### config.mk
export PLATFORM = sky130hd
export DESIGN_NAME = wiscsc15_mc_ctrl
export DESIGN_NICKNAME = d
export VERILOG_FILES = /design/src/rtl/wiscsc15_mc_ctrl.sv
export SDC_FILE = /design/constraint.sdc
export NUM_CORES = 1
export LEC_CHECK = 0
export BUFFER_PORTS_ARGS = -buffer_cell sky130_fd_sc_hd__clkbuf_2
export CAP_MARGIN = 20
export CELL_PAD_IN_SITES_DETAIL_PLACEMENT = 1
export CELL_PAD_IN_SITES_GLOBAL_PLACEMENT = 1
export CORE_MARGIN = 4
export CORE_UTILIZATION = 44
export CTS_CLUSTER_SIZE = 10
export DETAILED_ROUTE_END_ITERATION = 6
export HOLD_SLACK_MARGIN = 0.06
export PLACE_DENSITY = 0.82
export SLEW_MARGIN = 10
export SYNTH_ARGS = -nofsm -noshare
export SYNTH_HDL_FRONTEND = slang
export SYNTH_SLANG_ARGS = --single-unit
### constraint.sdc
create_clock -name clk -period 5.3 [get_ports clk]
set_input_delay 1.59 -clock clk [delete_from_list [all_inputs] [get_ports clk]]
set_output_delay 1.59 -clock clk [all_outputs]
set_load 0.03 [all_outputs]
### src/rtl/wiscsc15_mc_ctrl.sv
// ---------------------------------------------------------------------------
// wiscsc15_mc_ctrl
// Multi-cycle sequencing control for the WISC-SC15 datapath. Each instruction
// walks FETCH -> DECODE -> EXEC -> (MEM) -> (WB). The opcode is latched once
// per instruction. Memory waits are bounded by MEM_TMO, and retired
// instructions are counted.
//
// Ports
//   clk, rst_n          clock, asynchronous active-low reset
//   run                 allow a new fetch (sampled in FETCH only)
//   opcode              IR opcode field, valid while im_ready is high
//   im_ready, dm_ready  instruction / data memory handshakes
//   br_taken            branch condition, sampled in EXEC
//   opcode_q            latched opcode of the instruction in flight
//   im_read, ir_we      fetch request, IR load strobe
//   dm_read, dm_write   data memory requests
//   rf_w, pc_we, pc_src register file write, PC write, PC source select
//   aluop               ALU operation code
//   instr_cnt           retired-instruction counter (wraps)
//   halted, err         stopped flag, memory-timeout flag
// ---------------------------------------------------------------------------
module wiscsc15_mc_ctrl #(
  parameter int unsigned OPW     = 4,
  parameter int unsigned CNT_W   = 16,
  parameter int unsigned MEM_TMO = 15
) (
  input  logic             clk,
  input  logic             rst_n,
  input  logic             run,
  input  logic [OPW-1:0]   opcode,
  input  logic             im_ready,
  input  logic             dm_ready,
  input  logic             br_taken,
  output logic [OPW-1:0]   opcode_q,
  output logic             im_read,
  output logic             ir_we,
  output logic             dm_read,
  output logic             dm_write,
  output logic             rf_w,
  output logic             pc_we,
  output logic             pc_src,
  output logic [OPW-2:0]   aluop,
  output logic [CNT_W-1:0] instr_cnt,
  output logic             halted,
  output logic             err
);

  localparam int unsigned ALUOPW = OPW - 1;
  localparam int unsigned WAIT_W = 8;
  localparam logic [WAIT_W-1:0] TMO = WAIT_W'(MEM_TMO);

  typedef enum logic [2:0] {
    S_IDLE   = 3'd0,
    S_FETCH  = 3'd1,
    S_DECODE = 3'd2,
    S_EXEC   = 3'd3,
    S_MEM    = 3'd4,
    S_WB     = 3'd5,
    S_HALT   = 3'd6
  } state_t;

  state_t            state;
  logic [WAIT_W-1:0] wait_cnt;

  // Opcode class decode of the latched instruction
  logic is_alu, is_lw, is_sw, is_br, is_call, is_ret, is_halt, is_mem;

  always_comb begin
    is_alu  = ~opcode_q[3];
    is_lw   = (opcode_q[3:0] == 4'b1000);
    is_sw   = (opcode_q[3:0] == 4'b1001);
    is_br   = (opcode_q[3:0] == 4'b1100);
    is_call = (opcode_q[3:0] == 4'b1101);
    is_ret  = (opcode_q[3:0] == 4'b1110);
    is_halt = (opcode_q[3:0] == 4'b1111);
    is_mem  = is_lw | is_sw | is_call | is_ret;
  end

  // Sequencer: state, opcode latch, wait counter, retire counter, status flags
  always_ff @(posedge clk or negedge rst_n) begin
    if (!rst_n) begin
      state     <= S_IDLE;
      opcode_q  <= '0;
      instr_cnt <= '0;
      halted    <= 1'b0;
      err       <= 1'b0;
      wait_cnt  <= '0;
    end else begin
      case (state)
        S_IDLE: begin
          state    <= S_FETCH;
          wait_cnt <= '0;
        end

        S_FETCH: begin
          if (!run) begin
            // Stalled by run: no fetch pending, so nothing to time out
            wait_cnt <= '0;
          end else if (im_ready) begin
            opcode_q <= opcode;
            state    <= S_DECODE;
          end else if (wait_cnt == TMO) begin
            state  <= S_HALT;
            halted <= 1'b1;
            err    <= 1'b1;
          end else begin
            wait_cnt <= wait_cnt + WAIT_W'(1);
          end
        end

        S_DECODE: begin
          if (is_halt) begin
            state  <= S_HALT;
            halted <= 1'b1;
          end else begin
            state <= S_EXEC;
          end
        end

        S_EXEC: begin
          if (is_mem) begin
            state    <= S_MEM;
            wait_cnt <= '0;
          end else if (is_br) begin
            // Branches resolve here and retire without a WB cycle
            state     <= S_FETCH;
            wait_cnt  <= '0;
            instr_cnt <= instr_cnt + CNT_W'(1);
          end else begin
            state <= S_WB;
          end
        end

        S_MEM: begin
          // A ready arriving on the timeout count wins over the error
          if (dm_ready) begin
            if (is_sw) begin
              state     <= S_FETCH;
              wait_cnt  <= '0;
              instr_cnt <= instr_cnt + CNT_W'(1);
            end else begin
              state <= S_WB;
            end
          end else if (wait_cnt == TMO) begin
            state  <= S_HALT;
            halted <= 1'b1;
            err    <= 1'b1;
          end else begin
            wait_cnt <= wait_cnt + WAIT_W'(1);
          end
        end

        S_WB: begin
          state     <= S_FETCH;
          wait_cnt  <= '0;
          instr_cnt <= instr_cnt + CNT_W'(1);
        end

        S_HALT: begin
          state <= S_HALT;
        end

        default: begin
          state <= S_IDLE;
        end
      endcase
    end
  end

  // Strobe decode from state and latched opcode; ir_we/im_read follow the
  // fetch handshake and the SW PC update follows dm_ready
  always_comb begin
    im_read  = 1'b0;
    ir_we    = 1'b0;
    dm_read  = 1'b0;
    dm_write = 1'b0;
    rf_w     = 1'b0;
    pc_we    = 1'b0;
    pc_src   = 1'b0;
    aluop    = '0;
    case (state)
      S_FETCH: begin
        im_read = run;
        ir_we   = run & im_ready;
      end

      S_EXEC: begin
        if (is_alu) begin
          aluop = opcode_q[ALUOPW-1:0];
        end else if (is_call) begin
          aluop = ALUOPW'(1);
        end
        if (is_br) begin
          pc_we  = 1'b1;
          pc_src = br_taken;
        end
      end

      S_MEM: begin
        dm_read  = is_lw | is_ret;
        dm_write = is_sw | is_call;
        // SW has no WB cycle, so its PC+1 update happens on completion
        if (is_sw && dm_ready) begin
          pc_we = 1'b1;
        end
      end

      S_WB: begin
        rf_w   = 1'b1;
        pc_we  = 1'b1;
        pc_src = is_call | is_ret;
      end

      default: begin
      end
    endcase
  end

endmodule
==> results of run 1 <==
==> power groups by stage <==
stage / clock network (mW) / registers, mW / logic, mW
2_1_floorplan: 0 / 0.414 / 0.361
5_1_grt: 0.270 / 0.449 / 0.509
4_1_cts: 0.254 / 0.427 / 0.465
3_3_place_gp: 0 / 0.427 / 0.453
3_5_place_dp: 0 / 0.433 / 0.461
6_report: 0.251 / 0.427 / 0.462
==> synth_stat cells, types with 3 or more instances <==
library cell | number | area, um^2
a211oi_1 | 3 | 22.5
a21oi_1 | 5 | 25.0
a221o_1 | 3 | 30.0
a221oi_1 | 3 | 26.3
a22oi_1 | 3 | 22.5
and3_1 | 4 | 25.0
buf_2 | 5 | 25.0
dfrtp_1 | 33 | 826
inv_1 | 12 | 45.0
nand2_1 | 12 | 45.0
nand2b_1 | 6 | 37.5
nand3_1 | 11 | 55.1
nand4_1 | 11 | 68.8
nor2_1 | 9 | 33.8
nor2b_1 | 3 | 18.8
nor3_1 | 5 | 25.0
o21ai_0 | 9 | 45.0
o22ai_1 | 5 | 31.3
xnor2_1 | 14 | 123
==> state kept, by name, indices dropped and copies added (netlist names) <==
register   count
state          3
halted         1
opcode_q       4
err            1
instr_cnt     16
wait_cnt       8
==> path summary, 6_finish.rpt <==
check	end	from	slack [ns]
max reg2reg	instr_cnt[11]	state[1]	3.08
min	err	err	0.46
max in group asynchronous	instr_cnt[12]	rst_n	3.36
min reg2reg	err	err	0.46
max	pc_we	dm_ready	0.89
min in group asynchronous	instr_cnt[5]	rst_n	1.40
==> layer usage <==
layer  share of wire [%]  GRT usage [%]  vias up
met5                   0              0        -
met4                 1.3           6.41        0
met3                 5.3           4.49        5
met2                  48           32.9       41
met1                  45           27.3      855
li1                    -              -      838
==> through the flow <==
stage                     power (mW)  cells  utilization, %  setup WS (ns)
after global placement         0.881    288            50.0          0.930
after detailed placement       0.894    288            50.0          0.883
after CTS                       1.15    296            52.7          0.884
after global routing            1.23    296            52.7          0.737
final                           1.14    296            52.7          0.890
after floorplan                0.776    207               -           1.39
==> layout make-up <==
class,instances,area (um^2),area share [%]
multi-input combinational,150,1050,45.5
sequential,33,826,35.8
timing repair buffer,41,205,8.89
clock buffer,7,86.3,3.74
tap,52,65.1,2.82
inverter,12,45.0,1.95
clock inverter,1,30.0,1.30
==> cell families after synthesis <==
family,share of synthesized area [%]
simple gates,25.6
xor+xnor,7.03
buf+inv,5.84
flops,41.4
fa+ha+maj,1.26
mux,1.63
compound gates,17.2
==> critical path, stage by stage <==
cell,delay [ns]
clkbuf_2,0.12
nor4bb_1,0.22
a221o_1,0.57
clkbuf_2,0.31
==> flow_metrics.tcl, run 1 <==
set metrics [dict create \
    status "finished, final reports clean" \
    tns_ns 0 \
    start_util_pct 45.5 \
    worstHoldPathType "reg2reg" \
    cts_hold_buf 0 \
    dpl-instance-area_um2 2190 \
    cp.required_ns 3.71 \
    cts_tree "yes" \
    coreArea_um2 4380 \
    synthDistinctLibCells 58 \
    syn_to_final_growth_pct 15.8 \
    peakVddDrop_mv 0.309 \
    p_leak_nw 1.03 \
    hold_viol 0 \
    wl_per_cell_um 17.5 \
    synth_ff_type "dfrtp_1" \
    grt_setup_unrepaired "false" \
    mostFrequentLayoutCells "clkbuf_2 (41), dfrtp_1 (33), xnor2_1 (14)" \
    overflow 0 \
    drc_errors 0 \
    track_usage_pct 20.4 \
    cts-root-buf "clkbuf_8" \
    cts_resized 0 \
    synthArstFlopShare_pct 100 \
    worst_pin_slew_ns 0.862 \
    min_period_over_period_pct 83.2 \
    ys_ff_latch 33 \
    arrival_ns 2.82 \
    ys_seq_area_share_pct 41.4 \
    clock_power_share_pct 22.0 \
    drv_cap 0 \
    antenna_cells 0 \
    cts_sinks 33 \
    avgSynthCellArea_um2 9.63 \
    swShare_pct 45.2 \
    netlist_area_um2 1990 \
    grt_pass1_vias 1712 \
    clk_latency_ns 0.29 \
    antenna_left 0 \
    cts_setup_buffers 0 \
    slew_violations 0 \
    vias 1739 \
    seq_power_share_pct 37.5 \
    setup_viol 0 \
    period_minus_slack_ns 4.41 \
    fin_nets 255 \
    p_int_mw 0.624 \
    p_comb_share_pct 40.5 \
    cp_max_fo 17 \
    dieArea_um2 5670 \
    grt_pass1_wl_um 8680 \
    drtPass1Iterations 4 \
    place.detailed.hpwl_um 3670 \
    syn_inst 207 \
    cts_made_buffers 5 \
    gp_congestion 0.794 \
    h-tree-depth 2 \
    wirelength_um 5190 \
    antenna_found_initial 0 \
    holdWs_ns 0.465 \
    path_clk_slew_ns 0.07 \
    detail_route.vias_per_cell 5.88 \
    rr_worst_depth 4 \
    yosysWarnings 0 \
    grt_max_degree 34 \
    first_iter_violations 93 \
    clock_skew_ns 0.00619 \
    relSlewSlack_pct 42.6 \
    synth-edff-count 0 \
    final_area_um2 2310 \
    ios 42 \
    die_w_um 75.3 \
    power_density_nw_per_um2 494 \
    fmax_mhz 227 \
    worstSetupPathType "in2out" \
    num_rows 24 \
    synthesis.nets 219 \
    layout_commonest_cell "clkbuf_2" \
    clk_path_buf_depth 2 \
    fill_cells 521 \
    drive_gt1_share_pct 23.4 \
    worstSetupEndpointType "output pin" \
    io_buffers 41 \
    die_y_um 75.3 \
    hold_depth 1 \
    p_sw_mw 0.515 \
    crit_path_start_kind "input pin" \
]
(Power assumes the default switching activity.)
==> run 2: changes to the inputs <==
--- a/config.mk
+++ b/config.mk
@@ -5,16 +5,17 @@
 export SDC_FILE = /design/constraint.sdc
 export NUM_CORES = 1
 export LEC_CHECK = 0
+export ABC_AREA = 1
 export BUFFER_PORTS_ARGS = -buffer_cell sky130_fd_sc_hd__clkbuf_2
 export CAP_MARGIN = 20
 export CELL_PAD_IN_SITES_DETAIL_PLACEMENT = 1
 export CELL_PAD_IN_SITES_GLOBAL_PLACEMENT = 1
 export CORE_MARGIN = 4
-export CORE_UTILIZATION = 44
+export CORE_UTILIZATION = 40
 export CTS_CLUSTER_SIZE = 10
 export DETAILED_ROUTE_END_ITERATION = 6
 export HOLD_SLACK_MARGIN = 0.06
-export PLACE_DENSITY = 0.82
+export PLACE_DENSITY = 0.77
 export SLEW_MARGIN = 10
 export SYNTH_ARGS = -nofsm -noshare
 export SYNTH_HDL_FRONTEND = slang
==> constraint.sdc (replaced) <==
create_clock -name clk -period 4.1 [get_ports clk]
set_input_delay 1.23 -clock clk [delete_from_list [all_inputs] [get_ports clk]]
set_output_delay 1.23 -clock clk [all_outputs]
set_load 0.03 [all_outputs]
==> flow_metrics.tcl, run 2 <==
set metrics [dict create \
    grt_setup_unrepaired "false" \
    period_minus_slack_ns 3.22 \
    cts_tree "yes" \
    io_buffers 41 \
    clk_latency_ns 0.28 \
    wl_per_cell_um 13.9 \
    grt_max_degree 34 \
    drtPass1Iterations 4 \
    reg_top3 "instr_cnt: 16 flops, wait_cnt: 8 flops, opcode_q: 4 flops" \
    status "finished, final reports clean" \
    hold_viol 0 \
    worst_pin_slew_ns 0.869 \
    tns_ns 0 \
    top_register "instr_cnt" \
    cp_max_fo 9 \
    p_total_mw 1.51 \
    drc_errors 0 \
    synth_compound_area_share_pct 6.53 \
    crit_buf_inv 3 \
    ys_ff_latch 33 \
    clock_skew_ns 0.00707 \
    synth.most_common_cell "nand2_1" \
    crit_path_cell_trace "clkbuf_2 -> nand4_1 -> clkinv_1 -> clkbuf_2" \
    overflow 0 \
    syn_inst 299 \
    h-tree-depth 2 \
    synthXorXnorAreaFrac_pct 7.36 \
    syn_to_final_growth_pct 15.7 \
    start_util_pct 41.1 \
    arrival_ns 1.99 \
    relSlewSlack_pct 42.1 \
    yosysWarnings 0 \
    avgSynthCellArea_um2 7.57 \
    netlist_top_cells_count "nand2_1 (85), inv_1 (34), dfrtp_1 (33), nor2_1 (31), nand3_1 (19)" \
    cts_sinks 33 \
    slew_violations 0 \
    ys_seq_area_share_pct 36.5 \
    cpMostUsedCell "clkbuf_2" \
    synthSimpleGateAreaFrac_pct 39.8 \
    dieArea_um2 6920 \
    layout_commonest_cell "nand2_1" \
    synthAdderAreaFrac_pct 1.11 \
    peakVddDrop_mv 0.236 \
    cp_top_family "buffers and inverters" \
    path_clk_slew_ns 0.07 \
    num_rows 27 \
    cts_made_buffers 5 \
    cts-root-buf "clkbuf_8" \
    fin_util_pct 47.5 \
    crit_path_top_delay_cell "clkbuf_2" \
    synthDistinctLibCells 35 \
    die_w_um 83.2 \
    first_iter_violations 56 \
    largest_reg_flops 16 \
    detail_route.vias_per_cell 4.96 \
    antenna_found_initial 0 \
    clk_path_buf_depth 2 \
    drv_cap 0 \
    cts_resized 0 \
    fin_nets 357 \
    mostFrequentLayoutCells "nand2_1 (85), clkbuf_2 (41), inv_1 (34)" \
    stdcell_count 418 \
    synth_top_area_share_pct 36.5 \
    antenna_cells 0 \
    setup_viol 0 \
    antenna_left 0 \
    place_inst 410 \
    synth_top_area_cell "dfrtp_1" \
    cts_hold_buf 0 \
    synthesis.nets 311 \
    synth.area.mux_share_pct 0 \
    ios 42 \
    worstSetupPathType "in2out" \
    wirelength_um 5820 \
    power_density_nw_per_um2 576 \
    critPathMaxStageDelay_ns 0.25 \
    synth_ff_type "dfrtp_1" \
    die_y_um 83.2 \
    worstSetupEndpointType "output pin" \
    vias 2074 \
    grt_pass1_vias 2168 \
    synth_top_family_by_area "simple AND/OR/NAND/NOR gates" \
    worstHoldPathType "reg2reg" \
    synthArstFlopShare_pct 100 \
    place.detailed.hpwl_um 4620 \
    cp.required_ns 2.87 \
    track_usage_pct 18.2 \
    drive_gt1_share_pct 26.3 \
    crit_path_start_kind "input pin" \
    fill_cells 738 \
    netlist_area_um2 2260 \
    cts_setup_buffers 0 \
    grt_pass1_wl_um 10500 \
    synth-edff-count 0 \
    p_leak_nw 1.51 \
    fmax_mhz 310 \
    min_period_over_period_pct 78.6 \
    coreArea_um2 5510 \
    synth_area_leaders "dfrtp_1 (37%), nand2_1 (14%), inv_1 (5.6%)" \
    gp_congestion 0.853 \
]
run 2: changes by cell type after synthesis, moves of 7 or more:
cell,before,now
nand2_1,12,85
xnor2_1,14,1
nor2_1,9,31
xnor2_2,0,7
nand2_4,0,8
inv_1,12,34
nand3_1,11,19
run 2: cells by family after synthesis:
| logic type | after synthesis |
|---|---|
| buffers and inverters | 46 |
| xor gates and xnor gates | 13 |
| DFF | 33 |
| adders and majority gates | 2 |
| AOI/OAI and AO/OA | 25 |
| and+or+nand+nor | 180 |
run 2: worst reg2reg max path: cells and delay by family, from the launching register on:
kind          cells  cell delay (ns)
xor+xnor          1             0.15
flops             1             0.49
simple gates      5             0.53
buf+inv           2             0.46
run 2: final cells by class:
class | instances | area, um^2 | area share (%)
clock inverters | 2 | 10.0 | 0.383
multi-input cells | 220 | 1240 | 47.3
repair buffers | 42 | 213 | 8.13
clock buffers | 6 | 72.6 | 2.77
inverters | 43 | 166 | 6.36
flip-flops and latches | 33 | 826 | 31.6
well taps | 72 | 90.1 | 3.44
run 2: layer usage:
layer | up-vias | global-route usage (%) | routed length [um]
li1 | 1046 | - | -
met1 | 982 | 24.1 | 2700
met2 | 37 | 29.9 | 2830
met3 | 9 | 4.27 | 230
met4 | 0 | 5.05 | 65
met5 | - | 0 | 0
run 2: stage by stage:
step / cell area (um^2) / hold slack (ns) / setup slack [ns]
2_1_floorplan: 2260 / 0.484 / 1.09
3_3_place_gp: 2530 / 0.463 / 0.875
3_5_place_dp: 2530 / 0.471 / 0.870
4_1_cts: 2620 / 0.487 / 0.868
5_1_grt: 2620 / 0.513 / 0.785
6_report: 2620 / 0.486 / 0.878
run 2: worst paths after layout:
kind,startpoint,cells past startpoint,end,slack [ns]
max in group asynchronous,rst_n,1,instr_cnt[2],2.50
min reg2reg,err,1,err,0.49
max reg2reg,state[0],8,instr_cnt[10],2.36
min,err,1,err,0.49
max,run,4,ir_we,0.88
min in group asynchronous,rst_n,1,instr_cnt[9],1.05
run 2: where the power goes:
group | leakage (nW) | internal (mW) | switching [mW] | total [mW]
registers | 0.433 | 0.393 | 0.104 | 0.497
logic | 1.03 | 0.225 | 0.546 | 0.772
clock network | 0.0450 | 0.118 | 0.120 | 0.237
